==> src/rtl/add_arbiter.sv <==
// Four-requester round-robin arbiter sharing one WIDTH-bit adder, with a
// single registered result slot. Define ADD_ARBITER_OVF_EN to add resp_ovf.
//
// state | meaning
// ------+---------------------------------------------
// EMPTY | no result held; slot is free (resp_valid=0)
// FULL  | result held until resp_ready (resp_valid=1)
module add_arbiter #(
  parameter int WIDTH = 64
) (
  input  logic               clock,
  input  logic               reset,
  input  logic [3:0]         req_valid,
  input  logic [4*WIDTH-1:0] req_a,
  input  logic [4*WIDTH-1:0] req_b,
  input  logic [3:0]         req_cin,
  output logic [3:0]         req_ready,
  output logic               resp_valid,
  output logic [1:0]         resp_id,
  output logic [WIDTH-1:0]   resp_sum,
  output logic               resp_cout,
`ifdef ADD_ARBITER_OVF_EN
  output logic               resp_ovf,
`endif
  input  logic               resp_ready
);

  localparam logic [0:0] ST_EMPTY = 1'b0;
  localparam logic [0:0] ST_FULL  = 1'b1;

  logic [1:0]       rr_ptr;
  logic             free;
  logic             found;
  logic             grant;
  logic [1:0]       grant_idx;
  logic [1:0]       scan_idx;
  logic [WIDTH-1:0] sel_a;
  logic [WIDTH-1:0] sel_b;
  logic             sel_cin;
  logic [WIDTH:0]   add_res;

  assign free = (resp_valid == ST_EMPTY) || resp_ready;

  // First requesting index at or after rr_ptr, wrapping 3 -> 0.
  always_comb begin
    found     = 1'b0;
    grant_idx = rr_ptr;
    scan_idx  = rr_ptr;
    for (int k = 0; k < 4; k++) begin
      scan_idx = rr_ptr + 2'(k);
      if (!found && req_valid[scan_idx]) begin
        found     = 1'b1;
        grant_idx = scan_idx;
      end
    end
  end

  // Reset gating keeps req_ready low while the slot is forced empty.
  assign grant     = found && free && !reset;
  assign req_ready = grant ? (4'b0001 << grant_idx) : 4'b0000;

  assign sel_a   = req_a[grant_idx*WIDTH +: WIDTH];
  assign sel_b   = req_b[grant_idx*WIDTH +: WIDTH];
  assign sel_cin = req_cin[grant_idx];
  assign add_res = {1'b0, sel_a} + {1'b0, sel_b} + {{WIDTH{1'b0}}, sel_cin};

  always_ff @(posedge clock or posedge reset) begin
    if (reset) begin
      resp_valid <= ST_EMPTY;
      resp_id    <= 2'd0;
      resp_sum   <= '0;
      resp_cout  <= 1'b0;
      rr_ptr     <= 2'd0;
    end else if (grant) begin
      resp_valid <= ST_FULL;
      resp_id    <= grant_idx;
      resp_sum   <= add_res[WIDTH-1:0];
      resp_cout  <= add_res[WIDTH];
      rr_ptr     <= grant_idx + 2'd1;
    end else if (resp_valid == ST_FULL && resp_ready) begin
      resp_valid <= ST_EMPTY;
    end
  end

`ifdef ADD_ARBITER_OVF_EN
  logic ovf_next;

  assign ovf_next = (sel_a[WIDTH-1] == sel_b[WIDTH-1]) &&
                    (add_res[WIDTH-1] != sel_a[WIDTH-1]);

  always_ff @(posedge clock or posedge reset) begin
    if (reset) begin
      resp_ovf <= 1'b0;
    end else if (grant) begin
      resp_ovf <= ovf_next;
    end
  end
`endif

endmodule

==> config.mk <==
export PLATFORM = sky130hd
export DESIGN_NAME = add_arbiter
export DESIGN_NICKNAME = d
export VERILOG_FILES = /design/src/rtl/add_arbiter.sv
export SDC_FILE = /design/constraint.sdc
export NUM_CORES = 1
export LEC_CHECK = 0
export CAP_MARGIN = 5
export CORE_AREA = 2 2 231 233
export CTS_CLUSTER_SIZE = 40
export DETAILED_ROUTE_END_ITERATION = 6
export DIE_AREA = 0 0 233 235
export HOLD_SLACK_MARGIN = 0.02
export REMOVE_ABC_BUFFERS = 1
export SLEW_MARGIN = 20
export SYNTH_ARGS = -nofsm -noshare
export SYNTH_HDL_FRONTEND = slang
export SYNTH_SLANG_ARGS = --single-unit
==> constraint.sdc <==
create_clock -name clock -period 10.59 [get_ports clock]
set_clock_uncertainty 0.1 [all_clocks]
set_input_delay 2.118 -clock clock [delete_from_list [all_inputs] [get_ports clock]]
set_output_delay 2.118 -clock clock [all_outputs]
set_load 0.01 [all_outputs]
==> results by group <==
Cells and area
  • Layout Utilization: 0.326
  • Synth-to-Final Area Change: 66.4%
  • Register area: between 1500 and 2000 sq um
  • Final Instance Area: approximately 17,000 sq um
  • Multi-input gate area: 7920 sq um
  • Fraction of layout cells with a size suffix above 1: 0.0241
  • Filler cells: 5,708
  • Most common cell after layout, fill and taps aside: nand2_1
  • Most frequent cells in the layout: nand2_1 (636), clkdlybuf4s50_1 (594), a31oi_1 (135)
  • Final net count: 2,742

CTS
  • Post-CTS Repair Setup Buffers: 0
  • CTS Buf Count: 9
  • Hold_buf cts: 0
  • CTS tree: yes
  • Worst-Skew Late Latency: 370 ps
  • CTS root buf: clkbuf_16
  • Number of resized instances in the post-cts repair step: 0
  • CTS clk-pin slew, worst paths: 70 ps
  • Clock buffer depth: 2
  • H-tree levels: 3
  • Clock sink count: 70

STA
  • Worst setup margin: approximately 2900 ps
  • Tcrit/Tclk final: 0.728
  • Least-Margin Pin Slew: approximately 1100 ps
  • Worst slew margin: 0.285
  • Fin. Hold Viols: 0
  • # setup viols final: 0
  • Tmin final: 7710 ps
  • Final slew viol count: 0
  • RSZ-0062 raised after global routing: false
  • Fmax: 0.130 GHz

Route
  • Post-Route WL: 53.0 mm
  • Iteration-0 DRC count of the detailed router: 661
  • Vias per cell: 4.82
  • 1st-pass router iterations: 5
  • WL/cell: 18.6 um
  • DR vias: 13,700
  • DRC Markers: 0
  • Final ANT Viol Nets: 0

Worst setup path
  • Slowest CP cell: a211oi_1
  • Largest driver fanout on the critical path: 135
  • Crit path DAT: 7900 ps
  • Critical Path Source Type: input pin
  • Setup CP Type: input pin to flop
  • Worst path cell trace: clkdlybuf4s50_1, nor2_1, a211o_1, o22a_4, inv_8, buf_12, nand2_1, and3_1, a31oi_1, ha_1, nand4_1, nor3_1, nand3_1, a211oi_1, nor2_2, o311ai_1, a41oi_1, xor2_1, o21ai_0
  • Crit path capture type: flop
  • CP peak stage delay: around 670 ps
  • CP required: 10,780 ps

Yosys
  • Largest cells by area after synthesis: nand2_1 (23%), dfrtp_1 (17%), a31oi_1 (8.3%)
  • Share of the synthesized area in the top cell type: 0.234
  • Compound-gate portion of the synthesized area: 0.249
  • Yosys top cell by area: nand2_1
  • Top FF cell, synth: dfrtp_1
  • Synthesized cell area: roughly 10,000 sq um
  • Syn Inst Count: 1,655
  • Post-Synth Adder-Cell Area: 0.0859
  • Avg Inst Size Synth: 6.18 sq um
  • Library cells used by synthesis: 72
  • Sequential area share after synthesis: 0.171
  • Post-synth EDFFs: 0
  • Simple-Gate Fraction of Synth Area: 0.388
  • Mux cell area share after synthesis: 0.00220
  • Ys Warns: 0
  • FFs w/ async S/R, synth: 1.00
  • Main combinational cell family by area after synthesis: simple AND/OR/NAND/NOR gates
  • Flops & latches, synth: 70
  • Xor/xnor cell area share of the yosys netlist: 0.0471

GRT
  • Initial antenna violation count: 1
  • Overflow after GRT: 0
  • First-pass GRT wire length: between 70 and 80 mm
  • Number of global-route vias before repair: 13,900
  • Pin count of the biggest net entering global routing: 149
  • Total GRT Usage: 0.187

Pwr
  • Switching Share: 0.545
  • Clock share of power: 0.066
  • Power Dens Cells: 313 nW/um^2
  • Maximum VDD drop: 0.220 mV
  • Register share of total power: 0.090
  • Gate power share: 0.843
  • P_leak: 7.23 nW
  • Switching power: around 2.9 mW
  • P_int: 2.42 mW

Floorplan
  • Core Rows: 84
  • Num ports: 595
  • DIE AREA: 54,800 sq um
  • Initial Utilization: 0.196
  • Area of the core: around 52,000 sq um
  • Overall die height: between 200 and 250 um
  • Die X: 233 um

Placement
  • Post-place setup slack: 2360 ps
  • DP HPWL: 43.2 mm
  • Dpl cell area: 16,700 sq um
  • GPL Wtd Cong: about 0.9
  • Port Buf Inserts: approximately 600

Run
  • Maxcap violations: 0

Hold path
  • Worst hold path type: flop to flop

Status
  • Status: completed
==> cells in the mapped netlist (16+ instances only) <==
master and instances:
ha_1 67, clkbuf_1 108, nor2_1 49, nand4_1 20, xnor2_1 24, xor2_1 31, nor3_1 16, a21o_1 22
o21ai_0 95, and3_1 128, inv_1 17, nand2_1 636, a31oi_1 135, dfrtp_1 70, a21oi_1 69, nand3_1 21
==> sequential cells by signal, summed over array words and instances (netlist names) <==
register / flops
resp_cout: 1
resp_id: 2
resp_sum: 64
resp_valid: 1
rr_ptr: 2
==> per-layer routing <==
metal | global-route usage | up-vias | part of all wire | wire [um]
met2 | 0.342 | 468 | 0.50 | 26400
met4 | 0.0496 | 0 | 0.021 | 1100
met5 | 0 | - | 0 | 0
met3 | 0.0443 | 57 | 0.072 | 3820
li1 | - | 6761 | - | -
met1 | 0.215 | 6409 | 0.41 | 21700
==> worst max-delay path: cells and delay by family <==
kind                       cells  cell delay [ps]
xor gates and xnor gates       1              170
adders and majority gates      1              330
AOI/OAI and AO/OA              7             2230
buffers and inverters          3             1420
and+or+nand+nor                7             1330
==> power groups by stage <==
stage | clock, mW | sequential (mW) | combinational, mW
detailed placement | 0 | 0.488 | 4.50
global route | 0.370 | 0.501 | 4.98
finish | 0.354 | 0.482 | 4.49
global placement | 0 | 0.482 | 4.48
CTS | 0.365 | 0.486 | 4.52
floorplan | 0 | 0.533 | 2.95
==> cell families after synthesis <==
group,count (synthesis)
compound gates,405
xor+xnor,55
fa+ha+maj,69
buf+inv,141
flops,70
mux,2
simple gates,913
==> worst paths after layout <==
kind	slack [ps]	startpoint	cells past startpoint	end
worst max-delay path	2880	req_valid[1]	19	resp_sum[56]
worst min-delay path	380	resp_sum[11]	2	resp_sum[11]
worst max register to register	4750	rr_ptr[1]	19	resp_sum[56]
worst min register to register	380	resp_sum[11]	2	resp_sum[11]
max in group asynchronous	7340	reset	3	resp_sum[46]
min in group asynchronous	2020	reset	2	resp_valid
==> metrics by stage <==
step / instances / hold slack [ps] / TNS (ps) / power, mW
after floorplan: 1532 / 414 / -207990 / 3.48
after CTS: 2843 / 386 / 0 / 5.37
after detailed placement: 2827 / 371 / 0 / 4.99
after global placement: 2827 / 361 / 0 / 4.96
after global routing: 2843 / 407 / 0 / 5.85
final: 2844 / 380 / 0 / 5.33
==> area by class of cell <==
cell class | instances | share of cell area
well taps | 688 | 0.0506
inverters | 18 | 0.00471
multi-input cells | 1444 | 0.466
flip-flops and latches | 70 | 0.103
clock buffers | 9 | 0.0132
clock inverters | 7 | 0.00574
diodes | 1 | 0.000147
repair buffers | 607 | 0.357
No activity file was read; power rests on OpenSTA's default activity.
